--- config.mk ---
export PLATFORM = sky130hd
export DESIGN_NAME = adder_ctrl
export DESIGN_NICKNAME = d
export VERILOG_FILES = /design/src/rtl/adder_ctrl.sv
export SDC_FILE = /design/constraint.sdc
export NUM_CORES = 1
export LEC_CHECK = 0
export CORE_ASPECT_RATIO = 0.75
export CORE_MARGIN = 4
export CORE_UTILIZATION = 50
export DETAILED_ROUTE_END_ITERATION = 8
export DONT_BUFFER_PORTS = 1
export PLACE_DENSITY = 0.62
export SETUP_SLACK_MARGIN = 0.3
export SYNTH_ARGS = -nofsm -noshare
export SYNTH_HDL_FRONTEND = slang
export SYNTH_SLANG_ARGS = --single-unit
--- constraint.sdc ---
create_clock -name ACLK -period 3.8 [get_ports ACLK]
set_input_delay 0.57 -clock ACLK [delete_from_list [all_inputs] [get_ports ACLK]]
set_output_delay 0.57 -clock ACLK [all_outputs]
set_load 0.005 [all_outputs]
--- src/rtl/adder_ctrl.sv ---
// Register file and chunked ripple-add sequencer sitting behind the AXI4-Lite slave.
// Optional macro ADDER_CTRL_SUB_EN adds a latched SUB mode (A - B via A + ~B + 1).
//
// state    | meaning
// ST_IDLE  | waiting for START; operand and CTRL writes accepted
// ST_RUN   | one CHUNK_WIDTH slice of the sum per cycle into the accumulator
// ST_DONE  | commit accumulator to RESULT, latch carry, pulse done_irq
module adder_ctrl #(
    parameter int DATA_WIDTH  = 32,
    parameter int CHUNK_WIDTH = 8
) (
    input  logic                    ACLK,
    input  logic                    ARST,
    input  logic                    i_en_amba_write,
    input  logic [31:0]             i_addr_wc,
    input  logic [DATA_WIDTH-1:0]   i_data_wc,
    input  logic [DATA_WIDTH/8-1:0] i_strb,
    input  logic [31:0]             i_addr_rc,
    output logic [DATA_WIDTH-1:0]   o_data_rc,
    output logic                    o_is_busy,
    output logic                    o_done_irq
);

    localparam int N_CHUNKS = DATA_WIDTH / CHUNK_WIDTH;
    localparam int N_BYTES  = DATA_WIDTH / 8;
    localparam int CNT_W    = (N_CHUNKS > 1) ? $clog2(N_CHUNKS) : 1;
    localparam logic [CNT_W-1:0] LAST_CHUNK = CNT_W'(N_CHUNKS - 1);

    if (DATA_WIDTH % CHUNK_WIDTH != 0) begin : g_bad_chunk
        $error("adder_ctrl: DATA_WIDTH must be a multiple of CHUNK_WIDTH");
    end

    typedef enum logic [1:0] {
        ST_IDLE = 2'd0,
        ST_RUN  = 2'd1,
        ST_DONE = 2'd2
    } state_t;

    state_t state, state_nxt;

    logic [DATA_WIDTH-1:0]  opa, opb, result, acc, acc_nxt;
    logic [CNT_W-1:0]       cnt;
    logic                   carry, carry_flag, done;
    logic                   sub_q, sub_start;
    logic [CHUNK_WIDTH-1:0] a_chunk, b_chunk, b_eff;
    logic [CHUNK_WIDTH:0]   chunk_sum;

    logic [1:0] wr_idx, rd_idx;
    logic       ctrl_wr, start_req, clr_req;
    logic       unused_addr;

    assign wr_idx      = i_addr_wc[1:0];
    assign rd_idx      = i_addr_rc[1:0];
    assign unused_addr = ^{i_addr_wc[31:2], i_addr_rc[31:2]};

    assign ctrl_wr   = i_en_amba_write && (wr_idx == 2'd2) && i_strb[0];
    assign start_req = ctrl_wr && i_data_wc[0];
    assign clr_req   = ctrl_wr && i_data_wc[1];

`ifdef ADDER_CTRL_SUB_EN
    assign sub_start = i_data_wc[2];

    always_ff @(posedge ACLK) begin
        if (ARST) begin
            sub_q <= 1'b0;
        end else if (state == ST_IDLE && start_req) begin
            sub_q <= sub_start;
        end
    end
`else
    assign sub_start = 1'b0;
    assign sub_q     = 1'b0;
`endif

    always_ff @(posedge ACLK) begin
        if (ARST) begin
            state <= ST_IDLE;
        end else begin
            state <= state_nxt;
        end
    end

    always_comb begin
        state_nxt  = state;
        o_is_busy  = 1'b0;
        o_done_irq = 1'b0;
        case (state)
            ST_IDLE: begin
                if (start_req) begin
                    state_nxt = ST_RUN;
                end
            end
            ST_RUN: begin
                o_is_busy = 1'b1;
                if (cnt == LAST_CHUNK) begin
                    state_nxt = ST_DONE;
                end
            end
            ST_DONE: begin
                o_is_busy  = 1'b1;
                o_done_irq = 1'b1;
                state_nxt  = ST_IDLE;
            end
            default: state_nxt = ST_IDLE;
        endcase
    end

    // Slice selection by loop keeps indexing width-clean for any chunk count.
    always_comb begin
        a_chunk = '0;
        b_chunk = '0;
        for (int i = 0; i < N_CHUNKS; i++) begin
            if (cnt == CNT_W'(i)) begin
                a_chunk = opa[i*CHUNK_WIDTH +: CHUNK_WIDTH];
                b_chunk = opb[i*CHUNK_WIDTH +: CHUNK_WIDTH];
            end
        end
        b_eff     = sub_q ? ~b_chunk : b_chunk;
        chunk_sum = {1'b0, a_chunk} + {1'b0, b_eff} + {{CHUNK_WIDTH{1'b0}}, carry};
        acc_nxt   = acc;
        for (int i = 0; i < N_CHUNKS; i++) begin
            if (cnt == CNT_W'(i)) begin
                acc_nxt[i*CHUNK_WIDTH +: CHUNK_WIDTH] = chunk_sum[CHUNK_WIDTH-1:0];
            end
        end
    end

    always_ff @(posedge ACLK) begin
        if (ARST) begin
            opa        <= '0;
            opb        <= '0;
            result     <= '0;
            acc        <= '0;
            cnt        <= '0;
            carry      <= 1'b0;
            carry_flag <= 1'b0;
            done       <= 1'b0;
        end else begin
            case (state)
                ST_IDLE: begin
                    if (i_en_amba_write && wr_idx == 2'd0) begin
                        for (int i = 0; i < N_BYTES; i++) begin
                            if (i_strb[i]) opa[i*8 +: 8] <= i_data_wc[i*8 +: 8];
                        end
                    end
                    if (i_en_amba_write && wr_idx == 2'd1) begin
                        for (int i = 0; i < N_BYTES; i++) begin
                            if (i_strb[i]) opb[i*8 +: 8] <= i_data_wc[i*8 +: 8];
                        end
                    end
                    if (clr_req) begin
                        done <= 1'b0;
                    end
                    if (start_req) begin
                        cnt   <= '0;
                        acc   <= '0;
                        carry <= sub_start;
                    end
                end
                ST_RUN: begin
                    acc   <= acc_nxt;
                    carry <= chunk_sum[CHUNK_WIDTH];
                    cnt   <= cnt + CNT_W'(1);
                end
                ST_DONE: begin
                    result     <= acc;
                    carry_flag <= carry;
                    done       <= 1'b1;
                end
                default: ;
            endcase
        end
    end

    always_comb begin
        o_data_rc = '0;
        case (rd_idx)
            2'd0: o_data_rc = opa;
            2'd1: o_data_rc = opb;
            2'd2: o_data_rc[3:0] = {sub_q, carry_flag, done, o_is_busy};
            2'd3: o_data_rc = result;
            default: o_data_rc = '0;
        endcase
    end

endmodule

Word-level counts from Yosys, hierarchy flattened
Index checks and enable logic that the tools add are counted.
Widths: inputs -> output; s select.
{"block": "word_totals", "ff_bits": 135, "input_bits": 103, "output_inout_bits": 34, "word_cells": 92}
{"block": "op_classes", "addsub": 3, "n_eq_ne": 16, "mux": 27, "n_reduce_logical": 28}
{"cell": "$mux 8", "count": 12}
{"cell": "$pmux 28 s3", "count": 1}
{"cell": "$pmux 32 s2", "count": 1}
{"cell": "$reduce_and 3->1", "count": 12}
{"cell": "$mux 32", "count": 1}
{"cell": "$pmux 4 s4", "count": 1}
{"cell": "$eq 2x2->1 const B", "count": 6}
{"cell": "$ne 2x2->1 const B", "count": 6}
{"cell": "$add 8x8->9", "count": 1}
{"cell": "$add 9x1->9", "count": 1}
{"cell": "$eq 2x1->1 const B", "count": 4}
{"cell": "$logic_not 2->1", "count": 4}
{"cell": "$pmux 2 s2", "count": 2}
{"cell": "$logic_and 1x1->1", "count": 6}
{"cell": "$mux 2", "count": 3}
{"cell": "$reduce_and 2->1", "count": 3}
{"cell": "$mux 1", "count": 4}
{"cell": "$pmux 1 s2", "count": 2}
{"cell": "$reduce_bool 2->1", "count": 2}
{"cell": "$add 2x1->2 const B", "count": 1}
{"cell": "$reduce_or 2->1", "count": 1}

Depth between registers and ports, before layout
{"block": "depth", "word_depth": 9, "depth_mapped": 16, "mapped_depth_nobuf": 15}

Least setup slack after synthesis
Ideal clock, no wire load.
{"block": "synth_timing", "kind": "register to register", "startpoint": "register cnt[0]", "endpoint": "register acc[15]", "setup_ps": 106, "arrival_time_ps": 2895, "required_ps": 3694, "slack_ps": 799, "path_stages_with_launch": 14, "n_path_buf": 2, "synth_period_minus_slack_ps": 3001, "path_cell_list": "dfxtp_1 -> inv_1 -> ha_1 -> clkbuf_1 -> clkbuf_1 -> nand3b_1 -> a21oi_1 -> a21oi_1 -> o21ai_0 -> ha_1 -> nor2b_1 -> o31ai_1 -> a21oi_1 -> o311ai_0"}
{"block": "synth_between", "elab_chain_len": 9, "word_cells_on_any_way": 18}
{"element": "start, declared", "line": "42", "text": "logic [CNT_W-1:0] cnt;"}
{"element": "start signal, assigned", "line": "163", "text": "cnt <= cnt + CNT_W'(1);"}
{"element": "$logic_not 2->1", "line": "113", "text": "if (cnt == CNT_W'(i)) begin"}
{"element": "$mux 8 (4 in series)", "line": "113"}
{"element": "$add 8x8->9", "line": "119", "text": "chunk_sum = {1'b0, a_chunk} + {1'b0, b_eff} + {{CHUNK_WIDTH{1'b0}}, carry};"}
{"element": "$add 9x1->9", "line": "119"}
{"element": "$mux 8", "line": "122", "text": "if (cnt == CNT_W'(i)) begin"}
{"element": "$pmux 32 s2", "line": "139", "text": "case (state)"}
{"element": "end signal, assigned", "line": "161", "text": "acc <= acc_nxt;"}
{"element": "end, declared", "line": "41", "text": "logic [DATA_WIDTH-1:0] opa, opb, result, acc, acc_nxt;"}
Several ways; a longest one is shown, not always the timed one. The select of a mux whose other input is x is not followed.
A chain may end at the register's enable or synchronous reset.

Worst setup path after layout
{"block": "layout_timing", "startpoint": "register cnt[0]", "endpoint": "register acc[6]"}
{"block": "layout_between", "elab_chain_len": 9, "word_cells_on_any_way": 18}
{"element": "$logic_not 2->1", "line": "113, 122"}
{"element": "$mux 8 (4 in series)", "line": "113"}
{"element": "$add 8x8->9", "line": "119"}
{"element": "$add 9x1->9", "line": "119"}
{"element": "$mux 8", "line": "122"}
{"element": "$pmux 32 s2", "line": "139"}
Several ways; a longest one is shown, not always the timed one. The select of a mux whose other input is x is not followed.

==> flow_summary.yaml <==
critical_path:
  critical_path_class: "register to register"
  crit_arrival_ns: 3.70
  startpoint_type: "register"
  cp.required_ns: 4.17
  rrSetupSlack_ns: 0.47
  critPathMaxFanout: 4
  endpoint_kind: "register"
  r2r_cells: 15
synthesis:
  syn_avg_cell_area_um2: 7.98
  netlist_instances: 844
  yosysSeqAreaShare_pct: 40.1
  ys_ff_latch: 135
  synth_enable_flop_cells: 0
  async_flop_share_pct: 0
  ys.flop_type: "dfxtp_1"
  netlist_area_mm2: 0.00673
  yosysWarnings: 0
  synth_nets: 963
  yosysUniqueCellTypes: 53
global_routing:
  grt_pass1_wl_um: 30800
  antenna_found_initial: 0
  grt_overflow: 0
  grt_pass1_vias: 5795
  grt_max_degree: 141
  grt_usage_pct: 26.0
detailed_routing:
  viasPerCell: 6.13
  dr.first_iter.drc_count: 486
  wl_per_cell_um: 19.9
  drt_first_pass_iters: 5
  vias: 6105
  drt_wl_total_um: 19800
  drc_errors: 0
  ant_nets: 0
final_layout:
  fin_nets: 931
  area_growth_pct: 9.61
  drive_gt1_share_pct: 8.24
  num_antenna_cells: 0
placed_design:
  port_buffers: 0
  gp_congestion: 0.923
  place_hpwl_um: 14100
sta:
  whs_ns: 0.220
  max_clock_freq_mhz: 300
  slew_violations: 0
  finalCritPeriodShare_pct: 87.7
  fin_setup_tns_ns: 0
  final_hold_viol_count: 0
  slew-limit-headroom_pct: 21.2
  rsz0062_at_grt: "no"
  skew_ns: 0.00778
  tightest_slew_ns: 1.18
  setup_viol: 0
  post-route-min-period_ns: 3.33
power_and_ir_drop:
  p_leak_nw: 2.47
  power_density_mw_per_mm2: 430
  irDropWorstVdd_mv: 0.419
clock_network:
  cts-htree-levels: 4
  clkLatencyLatePin_ns: 0.42
  ctsRootBufferMaster: "clkbuf_16"
  cts_tree: "built"
  cts_buffers: 17
  clock_path_buffers: 2
  cts_sinks: 135
  ctsHoldBuffers: 0
  clkTransAtPathRegs_ns: 0.06
floorplanning:
  io_pins: 137
  start_util_pct: 51.4
  die_area_mm2: 0.0154
  die_y_um: 109
  rows: 36
  chipWidth_um: 142
  coreArea_mm2: 0.0131
hold_path:
  hp-class: "input pin to register"
  holdPathStages: 1
run:
  cap_violations: 0
status:
  status: "complete, no violations"
path summary, 6_finish.rpt:
check                  startpoint                 endpoint
min reg2reg  acc[27]$_SDFFE_PP0P_     acc[27]$_SDFFE_PP0P_
min                          ARST  result[31]$_SDFFE_PP0P_
max           cnt[0]$_SDFFE_PP0P_      acc[6]$_SDFFE_PP0P_
max reg2reg   cnt[0]$_SDFFE_PP0P_      acc[6]$_SDFFE_PP0P_
cells in the mapped netlist, drive strengths merged, types with 2 or more instances:
library cell | count | share of area [%]
a21oi | 123 | 9.2
nor2 | 56 | 3.1
and2 | 4 | 0.41
mux2i | 63 | 9.4
ha | 14 | 2.6
a21o | 2 | 0.33
o21bai | 2 | 0.22
mux4 | 3 | 1.0
o21ai | 52 | 3.9
nand2b | 4 | 0.48
nand2 | 158 | 8.8
clkbuf | 43 | 2.4
nand3b | 27 | 3.0
a32oi | 3 | 0.39
nand3 | 70 | 5.2
o311ai | 3 | 0.39
a31o | 5 | 0.65
nor2b | 4 | 0.37
nand4 | 2 | 0.19
mux2 | 3 | 0.50
dfxtp | 135 | 40
nor3 | 6 | 0.52
nor3b | 4 | 0.45
fa | 2 | 0.59
o211ai | 3 | 0.33
o21a | 2 | 0.22
a211oi | 3 | 0.33
inv | 9 | 0.50
o221ai | 2 | 0.26
buf | 22 | 2.0
final cells by class:
| type | count | area [µm²] |
|---|---|---|
| Clock buffer | 24 | 482 |
| Clock inverter | 8 | 96.3 |
| Fill cell | 1175 | 5730 |
| Inverter | 9 | 33.8 |
| Multi-Input combinational cell | 635 | 3730 |
| Sequential cell | 135 | 2700 |
| Tap cell | 171 | 214 |
| Timing Repair Buffer | 14 | 118 |
critical path, stage by stage (launching register included):
cell and delay (ns):
dfxtp_1 0.39, inv_1 0.09, ha_1 0.25, nand3b_1 0.11, a21oi_1 0.08, a21oi_1 0.12, nor2_1 0.05, a21oi_1 0.20
fa_1 0.27, inv_1 0.08, fa_1 0.46, a211oi_4 0.31, o21bai_1 0.12, a21oi_1 0.19, xnor2_1 0.30, a31o_2 0.24
layout by cell type (no fill, tap or decap), types with 3 or more instances in the layout:
master	instances
nand2_1	158
dfxtp_1	135
a21oi_1	121
nand3_1	70
mux2i_1	63
nor2_1	56
o21ai_0	50
nand3b_1	27
clkbuf_16	17
buf_4	13
ha_1	12
inv_1	8
a31o_2	5
nor3_1	5
nor2b_1	4
nor3b_1	4
clkinv_2	4
clkbuf_1	4
and2_1	3
mux4_2	3
nand2b_1	3
a32oi_1	3
mux2_2	3
o211ai_1	3
o311ai_0	3
clkbuf_8	3
stage by stage:
step / setup slack [ns] / std cells / util, % / total power (W) / cell area [µm²]
6_report: 0.466 / 996 / 56.3 / 0.00317 / 7380
5_1_grt: 0.269 / 996 / 56.3 / 0.00328 / 7380
4_1_cts: 0.335 / 996 / 56.1 / 0.00319 / 7360
3_5_place_dp: 0.378 / 964 / 51.7 / 0.00159 / 6780
3_3_place_gp: 0.508 / 964 / 51.7 / 0.00159 / 6780
2_1_floorplan: 0.799 / 844 / - / 0.00159 / 6730
where the power goes:
group / switching [W] / internal (W)
registers: 0.0000137 / 0.00143
clock network: 0.000599 / 0.00101
logic: 0.0000705 / 0.0000461
layer usage:
layer / part of all wire (%) / global-route usage, % / wire (µm)
met5: 0 / 0 / 0
met4: 2.5 / 9.79 / 486
met3: 8.5 / 6.68 / 1690
met2: 44 / 39.6 / 8810
met1: 45 / 35.5 / 8840
cell families (layout without fill, tap and decap cells):
family / count (synthesis) / after routing / share of synthesized area (%)
flip-flops: 135 / 135 / 40.1
multiplexers: 69 / 69 / 10.9
adder cells (fa/ha/maj): 16 / 16 / 3.20
XOR/XNOR: 2 / 2 / 0.260
AND/OR/NAND/NOR: 343 / 343 / 23.8
buffers and inverters: 74 / 55 / 4.89
AO/OA/AOI/OAI: 205 / 205 / 16.9
state kept, by name, indices dropped and copies added (netlist names):
| signal | flops |
|---|---|
| carry | 1 |
| opb | 32 |
| acc | 32 |
| done | 1 |
| result | 32 |
| opa | 32 |
| cnt | 2 |
| carry_flag | 1 |
| state | 2 |
what timing repair did:
action | CTS | global route
gates resized for setup | 0 | 7
setup buffers | 0 | 0
endpoints found under the setup margin | 0 | 21
Power figures use the tool's default switching activity.
